===== src/rtl/empty_ptr_sched.sv =====
// Arbitrates single-port empty-pointer storage between alloc and free requesters.
// Optional statistics counters enabled by defining EPS_SCHED_STATS_EN.
module empty_ptr_sched #(
  parameter int A_WIDTH   = 8,
  parameter int N_REQ     = 4,
  parameter int CNT_WIDTH = 16
) (
  input  logic                     clk_i,
  input  logic                     rst_i,
  input  logic [N_REQ-1:0]         alloc_req_i,
  output logic [N_REQ-1:0]         alloc_ack_o,
  output logic [A_WIDTH-1:0]       alloc_ptr_o,
  input  logic [N_REQ-1:0]         free_val_i,
  input  logic [N_REQ*A_WIDTH-1:0] free_ptr_i,
  output logic [N_REQ-1:0]         free_rdy_o,
  input  logic [A_WIDTH-1:0]       eps_ptr_i,
  input  logic                     eps_ptr_val_i,
  output logic                     eps_rd_ack_o,
  output logic [A_WIDTH-1:0]       eps_add_ptr_o,
  output logic                     eps_add_en_o,
  output logic                     no_empty_o
`ifdef EPS_SCHED_STATS_EN
  ,
  output logic [CNT_WIDTH-1:0]     alloc_cnt_o,
  output logic [CNT_WIDTH-1:0]     free_cnt_o,
  output logic [CNT_WIDTH-1:0]     stall_cnt_o
`endif
);

  localparam int RW = (N_REQ > 1) ? $clog2(N_REQ) : 1;

  logic [N_REQ-1:0] elig;
  logic [N_REQ-1:0] a_oh;
  logic [N_REQ-1:0] f_oh;
  logic [RW-1:0]    alloc_rr;
  logic [RW-1:0]    free_rr;
  logic [RW-1:0]    a_pick;
  logic [RW-1:0]    f_pick;
  logic [RW-1:0]    a_idx;
  logic [RW-1:0]    f_idx;
  logic [RW-1:0]    a_next;
  logic [RW-1:0]    f_next;
  logic             a_any;
  logic             f_any;
  logic             alloc_cand;
  logic             free_cand;
  logic             do_alloc;
  logic             do_free;
  logic             op_pri;
  logic             stall;
  int               ai;
  int               fi;

  // A requester whose ack is showing is masked for one cycle.
  assign elig       = alloc_req_i & ~alloc_ack_o;
  assign alloc_cand = (|elig) & eps_ptr_val_i;
  assign free_cand  = |free_val_i;
  assign stall      = (|elig) & ~eps_ptr_val_i;
  assign do_alloc   = alloc_cand & (~free_cand | ~op_pri);
  assign do_free    = free_cand & (~alloc_cand | op_pri);

  always_comb begin
    a_pick = '0;
    f_pick = '0;
    a_idx  = '0;
    f_idx  = '0;
    a_any  = 1'b0;
    f_any  = 1'b0;
    ai     = 0;
    fi     = 0;
    for (int i = 0; i < N_REQ; i++) begin
      ai = int'(alloc_rr) + i;
      fi = int'(free_rr) + i;
      if (ai >= N_REQ) ai = ai - N_REQ;
      if (fi >= N_REQ) fi = fi - N_REQ;
      a_idx = RW'(ai);
      f_idx = RW'(fi);
      if (!a_any && elig[a_idx]) begin
        a_any  = 1'b1;
        a_pick = a_idx;
      end
      if (!f_any && free_val_i[f_idx]) begin
        f_any  = 1'b1;
        f_pick = f_idx;
      end
    end
  end

  assign a_next = (a_pick == RW'(N_REQ-1)) ? '0 : a_pick + 1'b1;
  assign f_next = (f_pick == RW'(N_REQ-1)) ? '0 : f_pick + 1'b1;

  always_comb begin
    a_oh          = '0;
    f_oh          = '0;
    eps_add_ptr_o = '0;
    for (int j = 0; j < N_REQ; j++) begin
      a_oh[j] = (a_pick == RW'(j));
      f_oh[j] = do_free && (f_pick == RW'(j));
      if (f_oh[j]) eps_add_ptr_o = free_ptr_i[j*A_WIDTH +: A_WIDTH];
    end
  end

  assign free_rdy_o   = f_oh;
  assign eps_add_en_o = do_free;
  assign eps_rd_ack_o = do_alloc;

  always_ff @(posedge clk_i or posedge rst_i) begin
    if (rst_i) begin
      alloc_ack_o <= '0;
      alloc_ptr_o <= '0;
      no_empty_o  <= 1'b0;
      op_pri      <= 1'b0;
      alloc_rr    <= '0;
      free_rr     <= '0;
    end else begin
      alloc_ack_o <= do_alloc ? a_oh : '0;
      no_empty_o  <= stall;
      if (do_alloc) begin
        alloc_ptr_o <= eps_ptr_i;
        alloc_rr    <= a_next;
      end
      if (do_free) free_rr <= f_next;
      if (alloc_cand && free_cand) op_pri <= ~op_pri;
    end
  end

`ifdef EPS_SCHED_STATS_EN
  always_ff @(posedge clk_i or posedge rst_i) begin
    if (rst_i) begin
      alloc_cnt_o <= '0;
      free_cnt_o  <= '0;
      stall_cnt_o <= '0;
    end else begin
      if (do_alloc && !(&alloc_cnt_o)) alloc_cnt_o <= alloc_cnt_o + 1'b1;
      if (do_free && !(&free_cnt_o))   free_cnt_o  <= free_cnt_o + 1'b1;
      if (stall && !(&stall_cnt_o))    stall_cnt_o <= stall_cnt_o + 1'b1;
    end
  end
`endif

endmodule

===== config.mk =====
export PLATFORM = sky130hd
export DESIGN_NAME = empty_ptr_sched
export DESIGN_NICKNAME = d
export VERILOG_FILES = /design/src/rtl/empty_ptr_sched.sv
export SDC_FILE = /design/constraint.sdc
export NUM_CORES = 1
export LEC_CHECK = 0
export CAP_MARGIN = 25
export CORE_ASPECT_RATIO = 1.4
export CORE_UTILIZATION = 41
export CTS_CLUSTER_DIAMETER = 80
export CTS_CLUSTER_SIZE = 20
export DETAILED_ROUTE_END_ITERATION = 12
export MAX_ROUTING_LAYER = met4
export PLACE_DENSITY_LB_ADDON = 0.1
export SYNTH_ARGS = -nofsm -noshare
export SYNTH_HDL_FRONTEND = slang
export SYNTH_SLANG_ARGS = --single-unit
export TNS_END_PERCENT = 20

===== constraint.sdc =====
create_clock -name clk_i -period 7.21 [get_ports clk_i]
set_input_delay 2.163 -clock clk_i [delete_from_list [all_inputs] [get_ports clk_i]]
set_output_delay 2.163 -clock clk_i [all_outputs]
set_load 0.02 [all_outputs]

==> flow_metrics.tcl <==
set metrics [dict create \
    synthToLayoutAreaGrowth_pct 65.1 \
    timing.reg2reg.worst_path_depth 5 \
    coreArea_um2 3090 \
    terminus_of_the_critical_flop_to_flop_path "free_rr[1]$_DFFE_PP0P_" \
    design_power_total_uw 784 \
    postLayoutCoreUtil_pct 70.7 \
    tightest_slew_ps 857 \
    die_y_um 69.3 \
    cts_inserted_buffers 3 \
    reg2reg_launch_point "alloc_ack_o[2]$_DFF_PP0_" \
    worst_hold_path.endpoint "free_rr[0]$_DFFE_PP0P_" \
    grt_first_pass_wirelength_um 6110 \
    route.final.wire_length_um 3810 \
    via_count 1370 \
    finalWeightedCongestion 0.819 \
    fin_hold_ws_ps 510 \
    grt_util_all_layers_pct 22.8 \
    ys.flop_type "sky130_fd_sc_hd__dfrtp_1" \
    worst-endpoint-arrival_ps 4860 \
    synth.largest_area_cell "sky130_fd_sc_hd__dfrtp_1" \
    worst_hold_path_type "reg2reg" \
    cp_max_fanout 17 \
    synth_top_cells_by_area "sky130_fd_sc_hd__dfrtp_1, sky130_fd_sc_hd__ha_1, sky130_fd_sc_hd__mux2_2" \
    post-route-drc-count 0 \
    drt_pass1_iterations 4 \
    ctsLongestPathBuffers 2 \
    ctsHtreeMaxLevel 1 \
    drv.max_cap_violation_count 0 \
    yosys_warnings 0 \
    synthesis.area_um2 1330 \
    die_area_um2 3470 \
    power_per_cell_area_nw_per_um2 358 \
    drv_slew 0 \
    setup-tns-final_ps 0 \
    number_of_synthesized_flops_with_an_enable_pin 0 \
    boundaryPins 78 \
    syn_area_per_cell_um2 9.27 \
    drtAntennaViolNets 0 \
    asyncSetResetFlopFracSynth_pct 100 \
    antenna_found_initial 0 \
    clk-insertion-delay-late_ps 250 \
    max_clock_freq_mhz 142 \
    cellLeakagePower_uw 0.000922 \
    finalClockSkew_ps 2.96 \
    synth.ff_latch_count 18 \
    synth_top_area_share_pct 34.0 \
    first_global_vias 1391 \
    crit_path_start_kind "input port" \
    final_net_count 280 \
    min_path_cells 1 \
    post_synth_inst_count 143 \
    yosysSeqAreaShare_pct 34.0 \
    routed_wire_length_per_instance_um 14.7 \
    hold_violation_count_in_the_final_report 0 \
    cts-root-buf "sky130_fd_sc_hd__clkbuf_8" \
    port_buffers 77 \
    max_slew_margin_pct 42.5 \
    synth_common_cells "sky130_fd_sc_hd__dfrtp_1, sky130_fd_sc_hd__nor2_1, sky130_fd_sc_hd__a21oi_1" \
    vias_per_cell 5.29 \
    number_of_placement_rows 24 \
    layout-drive-gt1-share_pct 11.8 \
    synth_fp_nets 202 \
    cp_top_family "buffers and inverters" \
    die_w_um 50.0 \
    antenna_cells_inserted 0 \
    critical-path-max-stage-delay_ps 620 \
    place.detailed.hpwl_um 2980 \
    largest_vdd_supply_drop_mv 0.233 \
    synth_most_common_cell "sky130_fd_sc_hd__dfrtp_1" \
    rsz0062_at_grt "no" \
    critical_path_class "in2out" \
    clkSinkCount 18 \
    run_status "complete, no violations" \
    grt_max_degree 19 \
    initial_utilization_pct 42.8 \
    regToRegSetupSlack_ps 5060 \
    clk_transition_reported_paths_ps 70 \
    worst_setup_path_end_kind "primary output" \
    worst_slack_ps 187 \
    slowest_stage "sky130_fd_sc_hd__clkdlybuf4s50_1" \
    tritoncts "yes" \
    critical_path.n_buffers_inverters 4 \
    detailedPlace.worstSlack_ps 207 \
    min_cycle_time_layout_ps 7020 \
    most_common_cell_type_on_the_critical_path "sky130_fd_sc_hd__clkdlybuf4s50_1" \
    fin_crit_sh_pct 97.4 \
    cp.required_ps 5050 \
    path_cells "clkdlybuf4s50_1, mux2_2, a221o_1, inv_1, ha_1, buf_4, a21oi_1, o21ai_0, a22oi_1, nor2_1, clkdlybuf4s50_1" \
    report.final.setup_viol 0 \
    synth_cell_types 34 \
    holdCritStartpoint "free_rr[0]$_DFFE_PP0P_" \
    drtIter0Drc 39 \
    grt.overflow.total 0 \
    postCtsSetupBuffers 0 \
]
[cells by family (layout without fill, tap and decap cells)]
family	Yosys count	in the layout	share of synthesized area, %
multiplexers	14	14	13.2
buffers and inverters	16	93	5.19
adder cells (fa/ha/maj)	8	8	7.55
XOR/XNOR	1	1	0.661
flip-flops	18	18	34.0
AND/OR/NAND/NOR	40	40	15.2
AO/OA/AOI/OAI	46	46	24.2
[metal layers]
| layer | global-route usage (%) | wire length [um] | vias to the layer above |
|---|---|---|---|
| met4 | 5.71 | 23 | 0 |
| met5 | - | 0 | - |
| met1 | 24.4 | 1480 | 652 |
| met2 | 42.4 | 2040 | 62 |
| li1 | - | - | 652 |
| met3 | 3.29 | 275 | 4 |
[area by class of cell]
class,instances,area (um2)
flip-flops and latches,18,450
well taps,39,48.8
repair buffers,80,793
fillers,232,906
multi-input cells,109,806
inverters,9,33.8
clock buffers,4,55.1
[where the power goes]
group          leakage [uW]  internal (uW)  switching (uW)
clock             0.0000288           48.4            32.4
sequential         0.000219            144            33.0
combinational      0.000675            266             260
[stage by stage]
stage          cell area [um2]  cells
4_1_cts                   2190    259
3_5_place_dp              2130    255
2_1_floorplan             1330    143
5_1_grt                   2190    259
3_3_place_gp              2130    255
6_report                  2190    259
[how the worst max path moves through the flow]
stage                              from               end  slack, ps  cells past startpoint
after global routing      free_val_i[0]  eps_add_ptr_o[3]          7                     11
final                     free_val_i[0]  eps_add_ptr_o[3]        190                     11
after detailed placement  free_val_i[0]  eps_add_ptr_o[3]        210                     11
after global placement    free_val_i[0]  eps_add_ptr_o[6]        320                     10
after floorplan           free_val_i[2]  eps_add_ptr_o[7]       1050                     10
after CTS                 free_val_i[0]  eps_add_ptr_o[3]        210                     11
[sequential cells by signal, indices dropped and copies added, names as in the netlist]
name and flops:
no_empty_o 1, alloc_ack_o 4, alloc_rr 2, free_rr 2, op_pri 1, alloc_ptr_o 8
[placed cells by master, fill, tap and decap left out]
master / count
sky130_fd_sc_hd__clkdlybuf4s50_1: 77
sky130_fd_sc_hd__dfrtp_1: 18
sky130_fd_sc_hd__nor2_1: 14
sky130_fd_sc_hd__a21oi_1: 13
sky130_fd_sc_hd__nand2_1: 9
sky130_fd_sc_hd__o21ai_0: 9
sky130_fd_sc_hd__o21a_1: 9
sky130_fd_sc_hd__mux2_2: 8
sky130_fd_sc_hd__a22oi_1: 8
sky130_fd_sc_hd__ha_1: 8
sky130_fd_sc_hd__inv_1: 6
sky130_fd_sc_hd__and2_1: 6
sky130_fd_sc_hd__mux2_4: 5
sky130_fd_sc_hd__nor2b_1: 4
sky130_fd_sc_hd__clkbuf_8: 4
sky130_fd_sc_hd__buf_4: 3
sky130_fd_sc_hd__inv_2: 2
sky130_fd_sc_hd__nand2b_1: 2
sky130_fd_sc_hd__or4_4: 1
sky130_fd_sc_hd__o41ai_4: 1
sky130_fd_sc_hd__a21oi_4: 1
sky130_fd_sc_hd__a221o_1: 1
sky130_fd_sc_hd__o21ai_1: 1
sky130_fd_sc_hd__mux2i_1: 1
sky130_fd_sc_hd__nand3b_1: 1
sky130_fd_sc_hd__and3b_1: 1
sky130_fd_sc_hd__o21bai_1: 1
sky130_fd_sc_hd__o211ai_1: 1
sky130_fd_sc_hd__or2_2: 1
sky130_fd_sc_hd__o22a_1: 1
sky130_fd_sc_hd__clkinv_1: 1
sky130_fd_sc_hd__nor4_1: 1
sky130_fd_sc_hd__xnor2_1: 1
[what timing repair did]
item / in CTS / in global routing
setup endpoints to repair: 0 / 2
hold buffers: 0 / 0
resized for setup: 0 / 1
Power figures use the tool's default switching activity.
